### src/rtl/binary_adder_subtracter_pkg.sv
// Shared arithmetic constants for the adder/subtracter.
// OP_ADD / OP_SUB are the encodings of the mode bit s.
package binary_adder_subtracter_pkg;

    localparam logic OP_ADD = 1'b0;
    localparam logic OP_SUB = 1'b1;

endpackage

### src/rtl/binary_adder_subtracter_if.sv
// Operand/result bundle for the adder/subtracter.
// master drives in_valid/a/b/s; slave returns sum/v/c/out_valid.
interface binary_adder_subtracter_if #(
    parameter int WIDTH = 4
);

    logic             in_valid;
    logic [WIDTH-1:0] a;
    logic [WIDTH-1:0] b;
    logic             s;
    logic [WIDTH-1:0] sum;
    logic             v;
    logic             c;
    logic             out_valid;

    modport master (
        output in_valid, a, b, s,
        input  sum, v, c, out_valid
    );

    modport slave (
        input  in_valid, a, b, s,
        output sum, v, c, out_valid
    );

endinterface

### src/rtl/binary_adder_subtracter_full_adder.sv
// One-bit full adder cell of the ripple chain.
// Ports: x, y, cin in; s (sum bit), cout (majority) out.
module full_adder (
    input  logic x,
    input  logic y,
    input  logic cin,
    output logic s,
    output logic cout
);

    assign s    = x ^ y ^ cin;
    assign cout = (x & y) | (x & cin) | (y & cin);

endmodule

### src/rtl/binary_adder_subtracter.sv
// Registered ripple-carry add/sub with overflow and carry-out.
// Ports: clk, rst_n (async low), bus (slave: operands in, result out).
module binary_adder_subtracter
    import binary_adder_subtracter_pkg::*;
#(
    parameter int WIDTH = 4
) (
    input  logic                       clk,
    input  logic                       rst_n,
    binary_adder_subtracter_if.slave   bus
);

    logic             sub;
    logic [WIDTH-1:0] b_eff;
    logic [WIDTH-1:0] sum_c;
    logic [WIDTH:0]   cy;
    logic             v_c;

    // Subtract is a + ~b + 1: invert B and inject the +1 as carry-in.
    assign sub   = (bus.s == OP_SUB);
    assign b_eff = bus.b ^ {WIDTH{sub}};
    assign cy[0] = sub;

    for (genvar i = 0; i < WIDTH; i++) begin : g_rca
        full_adder u_fa (
            .x    (bus.a[i]),
            .y    (b_eff[i]),
            .cin  (cy[i]),
            .s    (sum_c[i]),
            .cout (cy[i+1])
        );
    end

    // Signed overflow: carry into MSB differs from carry out of MSB.
    assign v_c = cy[WIDTH] ^ cy[WIDTH-1];

    always_ff @(posedge clk or negedge rst_n) begin
        if (!rst_n) begin
            bus.sum       <= '0;
            bus.v         <= 1'b0;
            bus.c         <= 1'b0;
            bus.out_valid <= 1'b0;
        end else begin
            bus.out_valid <= bus.in_valid;
            if (bus.in_valid) begin
                bus.sum <= sum_c;
                bus.v   <= v_c;
                bus.c   <= cy[WIDTH];
            end
        end
    end

endmodule

### src/flat_wrapper.sv
// flat-port wrapper written by rule: the top's interface ports become plain ports
module binary_adder_subtracter_flat import binary_adder_subtracter_pkg::*;
#(
    parameter int WIDTH = 4
)
  (clk, rst_n, bus_in_valid, bus_a, bus_b, bus_s, bus_sum, bus_v, bus_c, bus_out_valid);
  binary_adder_subtracter_if #(.WIDTH(WIDTH)) bus_i ();
  input  logic clk;
  input  logic rst_n;
  input wire logic [$bits(bus_i.in_valid)-1:0] bus_in_valid;
  input wire logic [$bits(bus_i.a)-1:0] bus_a;
  input wire logic [$bits(bus_i.b)-1:0] bus_b;
  input wire logic [$bits(bus_i.s)-1:0] bus_s;
  output wire logic [$bits(bus_i.sum)-1:0] bus_sum;
  output wire logic [$bits(bus_i.v)-1:0] bus_v;
  output wire logic [$bits(bus_i.c)-1:0] bus_c;
  output wire logic [$bits(bus_i.out_valid)-1:0] bus_out_valid;
  assign bus_i.in_valid = bus_in_valid;
  assign bus_i.a = bus_a;
  assign bus_i.b = bus_b;
  assign bus_i.s = bus_s;
  assign bus_sum = bus_i.sum;
  assign bus_v = bus_i.v;
  assign bus_c = bus_i.c;
  assign bus_out_valid = bus_i.out_valid;
  binary_adder_subtracter #(.WIDTH(WIDTH)) u_core (.clk(clk), .rst_n(rst_n), .bus(bus_i));
endmodule
### config.mk
export PLATFORM = sky130hd
export DESIGN_NAME = binary_adder_subtracter_flat
export DESIGN_NICKNAME = d
export VERILOG_FILES = /design/src/rtl/binary_adder_subtracter_pkg.sv /design/src/rtl/binary_adder_subtracter_if.sv /design/src/rtl/binary_adder_subtracter_full_adder.sv /design/src/rtl/binary_adder_subtracter.sv /design/src/flat_wrapper.sv
export SDC_FILE = /design/constraint.sdc
export NUM_CORES = 1
export LEC_CHECK = 0
export BUFFER_PORTS_ARGS = -buffer_cell sky130_fd_sc_hd__buf_2
export CAP_MARGIN = 20
export CORE_AREA = 2 2 39 41
export CTS_CLUSTER_SIZE = 8
export DETAILED_ROUTE_END_ITERATION = 16
export DIE_AREA = 0 0 41 43
export GPL_TIMING_DRIVEN = 0
export PLACE_DENSITY_LB_ADDON = 0.08
export SETUP_SLACK_MARGIN = 0.2
export SLEW_MARGIN = 15
export SYNTH_ARGS = -nofsm -noshare
export SYNTH_HDL_FRONTEND = slang
export SYNTH_HIERARCHICAL = 1
export SYNTH_SLANG_ARGS = --single-unit
### constraint.sdc
create_clock -name clk -period 0.8 [get_ports clk]
set_input_delay 0.12 -clock clk [delete_from_list [all_inputs] [get_ports clk]]
set_output_delay 0.12 -clock clk [all_outputs]
set_load 0.02 [all_outputs]
==> results.json, run 1 <==
{
  "ctsHoldBuffers": 1,
  "synth.most_common_cell": "dfrtp_1",
  "num-fill-cells": 146,
  "synth_area_um2": 394,
  "die_h_um": 43,
  "nNetsFinal": 71,
  "grt_max_degree": 8,
  "final_hold_viol_count": 0,
  "preCtsSetupSlack_ns": -1.61,
  "hold_start": "bus_in_valid",
  "antenna_found_initial": 0,
  "num_rows": 14,
  "die_area_mm2": 0.00176,
  "min_delay_path_depth": 1,
  "antennaDiodeCount": 0,
  "io_pins": 19,
  "power.density_mw_per_mm2": 2250,
  "synthCells": 24,
  "die_w_um": 41,
  "hp-class": "in -> reg",
  "cts_buffer_depth": 2,
  "synth_cell_types": 8,
  "cts_tree": "yes",
  "violations": "negative setup slack",
  "finalMaxSlewViolations": 0,
  "p_comb_frac": 0.466,
  "achievable-frequency_ghz": 0.496,
  "grt_pass1_wl_um": 1180,
  "routedWlPerCell_um": 10.9,
  "worst_setup_path_start_kind": "input port",
  "reg2reg_from": "u_core/bus.sum[3]",
  "r2r_end": "u_core/bus.sum[3]",
  "async_reset_ff_frac": 1.00,
  "peakVddDrop_mv": 0.911,
  "min_period_ns": 2.01,
  "grt_pass1_vias": 285,
  "switchingPower_mw": 0.465,
  "yosysWarningCount": 6,
  "coreArea_mm2": 0.00138,
  "cts_buffers": 3,
  "setup_tns_ns": -5.61,
  "worst-setup-path-type": "in -> reg",
  "vias_per_cell": 4.16,
  "setup_violations": 13,
  "cp-end-kind": "register",
  "vias": 291,
  "drt-total-wl_um": 765,
  "grt_remaining_overflow": 0,
  "dr.pass1.iters": 2,
  "seq_power_share": 0.328,
  "leakagePower_nw": 0.325,
  "area_growth_pct": 73.3,
  "power_frac_clock": 0.206,
  "fin_cells": 70,
  "layout_setup_ws_ns": -1.21,
  "fin_skew_ns": 0,
  "finalCritPeriodShare": 2.52,
  "reg2reg_depth": 2,
  "initial_core_util": 0.285,
  "drt_iter0_markers": 1,
  "cp.arrival_ns": 2.14,
  "synth_ff_type": "dfrtp_1",
  "swShare": 0.302,
  "synth_edf_count": 0,
  "worst_slew_pin_slew_ns": 0.219,
  "maxCapViolations": 0,
  "gp_congestion": 0.615,
  "synth_seq_area_share": 0.444,
  "synth.top_cells.by_count": "dfrtp_1 (7), mux2_4 (5), fa_1 (4), xor2_1 (4)",
  "r2r_slack_ns": -0.10,
  "synth_top_area_cell": "dfrtp_1",
  "required_ns": 0.93,
  "status": "finished, violations left",
  "cts-root-buf": "clkbuf_4",
  "p_int_mw": 1.07,
  "cts_max_level": 1,
  "synth.top_cells.by_area": "dfrtp_1 (44%), fa_1 (20%), mux2_4 (19%)",
  "slew_headroom": 0.853,
  "ant_nets": 0,
  "cp_max_fo": 3,
  "io_buffers": 18,
  "rsz0062_at_grt": "true",
  "grtUsageTotal": 0.107,
  "insertion_delay_ns": 0.24,
  "drive_above_1_share": 0.722,
  "synth_top_area_share": 0.444,
  "ys_seq_elements": 7,
  "clkSlewWorstSetupHoldPaths_ns": 0.05,
  "clock-sinks": 7,
  "dpl.cell_count": 58,
  "hold_path_end": "u_core/bus.out_valid",
  "drc_errors": 0,
  "synth.avg_cell_area_um2": 16.4,
  "syn-num-nets": 40
}
[routing by layer]
layer	track usage	wire length [um]
met5	0	0
met4	0.100	14
met3	0.0366	61
met2	0.156	415
met1	0.111	272
[how the worst max path moves through the flow]
stage | end | slack [ns] | cells past startpoint | from
2_1_floorplan | u_core/bus.sum[3] | -1.34 | 6 | bus_s
3_3_place_gp | u_core/bus.sum[3] | -1.57 | 7 | bus_s
3_5_place_dp | u_core/bus.sum[3] | -1.61 | 7 | bus_s
4_1_cts | u_core/bus.sum[3] | -1.22 | 7 | bus_s
5_1_grt | u_core/bus.sum[3] | -1.25 | 7 | bus_s
6_report | u_core/bus.sum[3] | -1.21 | 7 | bus_s
[power groups by stage]
stage	clock network (mW)	registers (mW)	logic (mW)
after detailed placement	0	0.498	0.500
after floorplan	0	0.598	0.217
after global routing	0.346	0.517	0.773
after global placement	0	0.488	0.486
after CTS	0.322	0.505	0.723
final	0.317	0.504	0.717
[placed cells by master (no fill, tap or decap), drive strengths merged]
master	n
buf	26
xnor2	1
mux2	5
fa	4
dfrtp	7
clkbuf	4
xor2	4
nor2	1
a21oi	1
dlygate4sd3	1
[registers in the layout, summed over array words and instances, names as in the netlist]
signal,cells
u_core/bus.v,1
u_core/bus.out_valid,1
u_core/bus.sum,4
u_core/bus.c,1
[what timing repair did]
| item | in CTS | in global routing |
|---|---|---|
| resized for setup | 19 | 2 |
| setup buffers | 7 | 0 |
| endpoints found under the hold margin | 8 | 1 |
| pin swaps | 4 | 0 |
| endpoints found under the setup margin | 13 | 13 |
[cell families after synthesis]
kind of cell / count (synthesis) / synth area share
flops: 7 / 0.444
xor+xnor: 5 / 0.111
mux: 5 / 0.190
fa+ha+maj: 4 / 0.203
compound gates: 1 / 0.0127
buf+inv: 1 / 0.0286
simple gates: 1 / 0.00951
[worst max-delay path: stages]
cell and delay [ns]:
buf_12 0.11, xor2_4 0.17, fa_2 0.36, fa_2 0.35
fa_2 0.36, fa_2 0.41, mux2_4 0.26
[final cells by class]
| type | count | area (um2) | area share |
|---|---|---|---|
| clock buffer | 4 | 26.3 | 0.0385 |
| sequential | 7 | 175 | 0.256 |
| tap | 16 | 20.0 | 0.0293 |
| timing repair buffer | 26 | 214 | 0.313 |
| multi-input combinational | 16 | 236 | 0.346 |
| buffer | 1 | 11.3 | 0.0165 |
[through the flow]
stage          utilization  hold WS (ns)  power [mW]  instance area [um2]
6_report             0.494       0.00422        1.54                  683
5_1_grt              0.494      -0.00207        1.64                  683
4_1_cts              0.484      -0.00328        1.55                  669
3_5_place_dp         0.372       -0.0398       0.998                  514
3_3_place_gp         0.372       -0.0470       0.974                  514
2_1_floorplan            -        -0.176       0.815                  404
No activity file was read; power rests on OpenSTA's default activity.
==> inputs of run 2 (changes only) <==
Settings changed: SETUP_SLACK_MARGIN 0.2 to unset.
==> results.json, run 2 (synthesis results as in run 1) <==
{
  "cp_max_fo": 3,
  "initial_core_util": 0.285,
  "crit_top_cell": "fa_2",
  "worst_slew_pin_slew_ns": 0.219,
  "final_cell_mix": "buf_2 (9), buf_4 (8), buf_6 (8), dfrtp_1 (7), mux2_4 (5)",
  "grt_pass1_vias": 295,
  "violations": "negative setup slack",
  "final_common_cell": "buf_2",
  "worst-setup-path-type": "in -> reg",
  "ant_nets": 0,
  "regMostFlops": "u_core/bus.sum",
  "io_pins": 19,
  "finalMaxSlewViolations": 0,
  "critPathSlowestCell": "fa_2",
  "achievable-frequency_ghz": 0.497,
  "required_ns": 0.93,
  "worst_setup_path_start_kind": "input port",
  "status": "finished, violations left",
  "vias_per_cell": 4.17,
  "cp_slowest_stage_delay_ns": 0.41,
  "seqCellArea_um2": 175,
  "dr.pass1.iters": 2,
  "largest_register_ffs": 4,
  "grt_remaining_overflow": 0,
  "grt_pass1_wl_um": 1220,
  "routedWlPerCell_um": 10.9,
  "setup_tns_ns": -5.61,
  "insertion_delay_ns": 0.24,
  "leakagePower_nw": 0.329,
  "peakVddDrop_mv": 0.913,
  "gp_congestion": 0.615,
  "cts_buffers": 3,
  "cts_buffer_depth": 2,
  "cts_max_level": 1,
  "num_rows": 14,
  "hp-class": "in -> reg",
  "clock-sinks": 7,
  "grtUsageTotal": 0.110,
  "layout_setup_ws_ns": -1.21,
  "num-fill-cells": 145,
  "coreArea_mm2": 0.00138,
  "vias": 296,
  "drt-total-wl_um": 772,
  "slew_headroom": 0.853,
  "area_growth_pct": 75.9,
  "die_h_um": 43,
  "setup_violations": 13,
  "r2r_slack_ns": -0.10,
  "cp.arrival_ns": 2.14,
  "crit_chain": "buf_12, xor2_4, fa_2, fa_2, fa_2, fa_2, mux2_4",
  "rsz0062_at_grt": "true",
  "antenna_found_initial": 0,
  "io_buffers": 18,
  "antennaDiodeCount": 0,
  "multiInputGateArea_um2": 236,
  "min_period_ns": 2.01,
  "clkSlewWorstSetupHoldPaths_ns": 0.05,
  "cp-end-kind": "register",
  "final_hold_viol_count": 0,
  "die_w_um": 41,
  "die_area_mm2": 0.00176,
  "drt_iter0_markers": 1,
  "fin_skew_ns": 0,
  "drc_errors": 0,
  "nNetsFinal": 72,
  "drive_above_1_share": 0.709,
  "grt_max_degree": 8,
  "power.density_mw_per_mm2": 2220,
  "cts-root-buf": "clkbuf_4",
  "cts_tree": "yes",
  "maxCapViolations": 0,
  "preCtsSetupSlack_ns": -1.61,
  "finalCritPeriodShare": 2.52
}
==> run 2: cell types whose count changed in the layout (fill, tap and decap cells not counted), sizes merged <==
cell         change
dlygate4sd3      +1
==> run 2: area by class of cell <==
class                           count  share of cell area
Sequential cell                     7               0.253
Timing Repair Buffer               27               0.323
Multi-Input combinational cell     16               0.341
Clock buffer                        4              0.0379
Buffer                              1              0.0162
Tap cell                           16              0.0289
==> run 2: path summary, 6_finish.rpt <==
check | cells after the start | startpoint | end
min reg2reg | 1 | u_core/bus.c | u_core/bus.c
min | 3 | bus_in_valid | u_core/bus.v
max | 7 | bus_s | u_core/bus.sum[3]
max in group asynchronous | 2 | rst_n | u_core/bus.sum[3]
max reg2reg | 2 | u_core/bus.sum[3] | u_core/bus.sum[3]
min in group asynchronous | 2 | rst_n | u_core/bus.sum[2]
==> run 2: per-stage QoR <==
stage	std cells	utilization	cell area (um2)	hold slack [ns]	power, mW
after floorplan	24	-	404	-0.176	0.815
after global placement	58	0.372	514	-0.0470	0.974
after detailed placement	58	0.372	514	-0.0398	0.998
after CTS	71	0.491	679	0.203	1.55
after global routing	71	0.501	693	0.230	1.64
final	71	0.501	693	0.211	1.54
==> run 2: routing by layer <==
metal / track usage / share of wire / vias to the layer above
li1: - / - / 139
met1: 0.114 / 0.36 / 140
met2: 0.163 / 0.54 / 15
met3: 0.0366 / 0.079 / 2
met4: 0.100 / 0.018 / 0
met5: 0 / 0 / -
==> run 2: where the power goes <==
group	leakage [nW]	switching [mW]	internal (mW)
Clock	0.0150	0.127	0.190
Combinational	0.233	0.276	0.444
Sequential	0.0812	0.0622	0.442
Total	0.329	0.466	1.08
==> run 2: critical path, delay by kind of cell <==
| family | cells | cell delay (ns) |
|---|---|---|
| adder cells (fa/ha/maj) | 4 | 1.48 |
| XOR/XNOR | 1 | 0.17 |
| multiplexers | 1 | 0.26 |
| buffers and inverters | 1 | 0.11 |
==> run 2: timing repair <==
action / CTS / global route
buffers inserted: 7 / 0
hold endpoints to repair: 8 / 0
resized for setup: 19 / 2
setup endpoints to repair: 13 / 13
hold buffers: 2 / 0
gates cloned: 0 / 0
pin swaps: 4 / 0
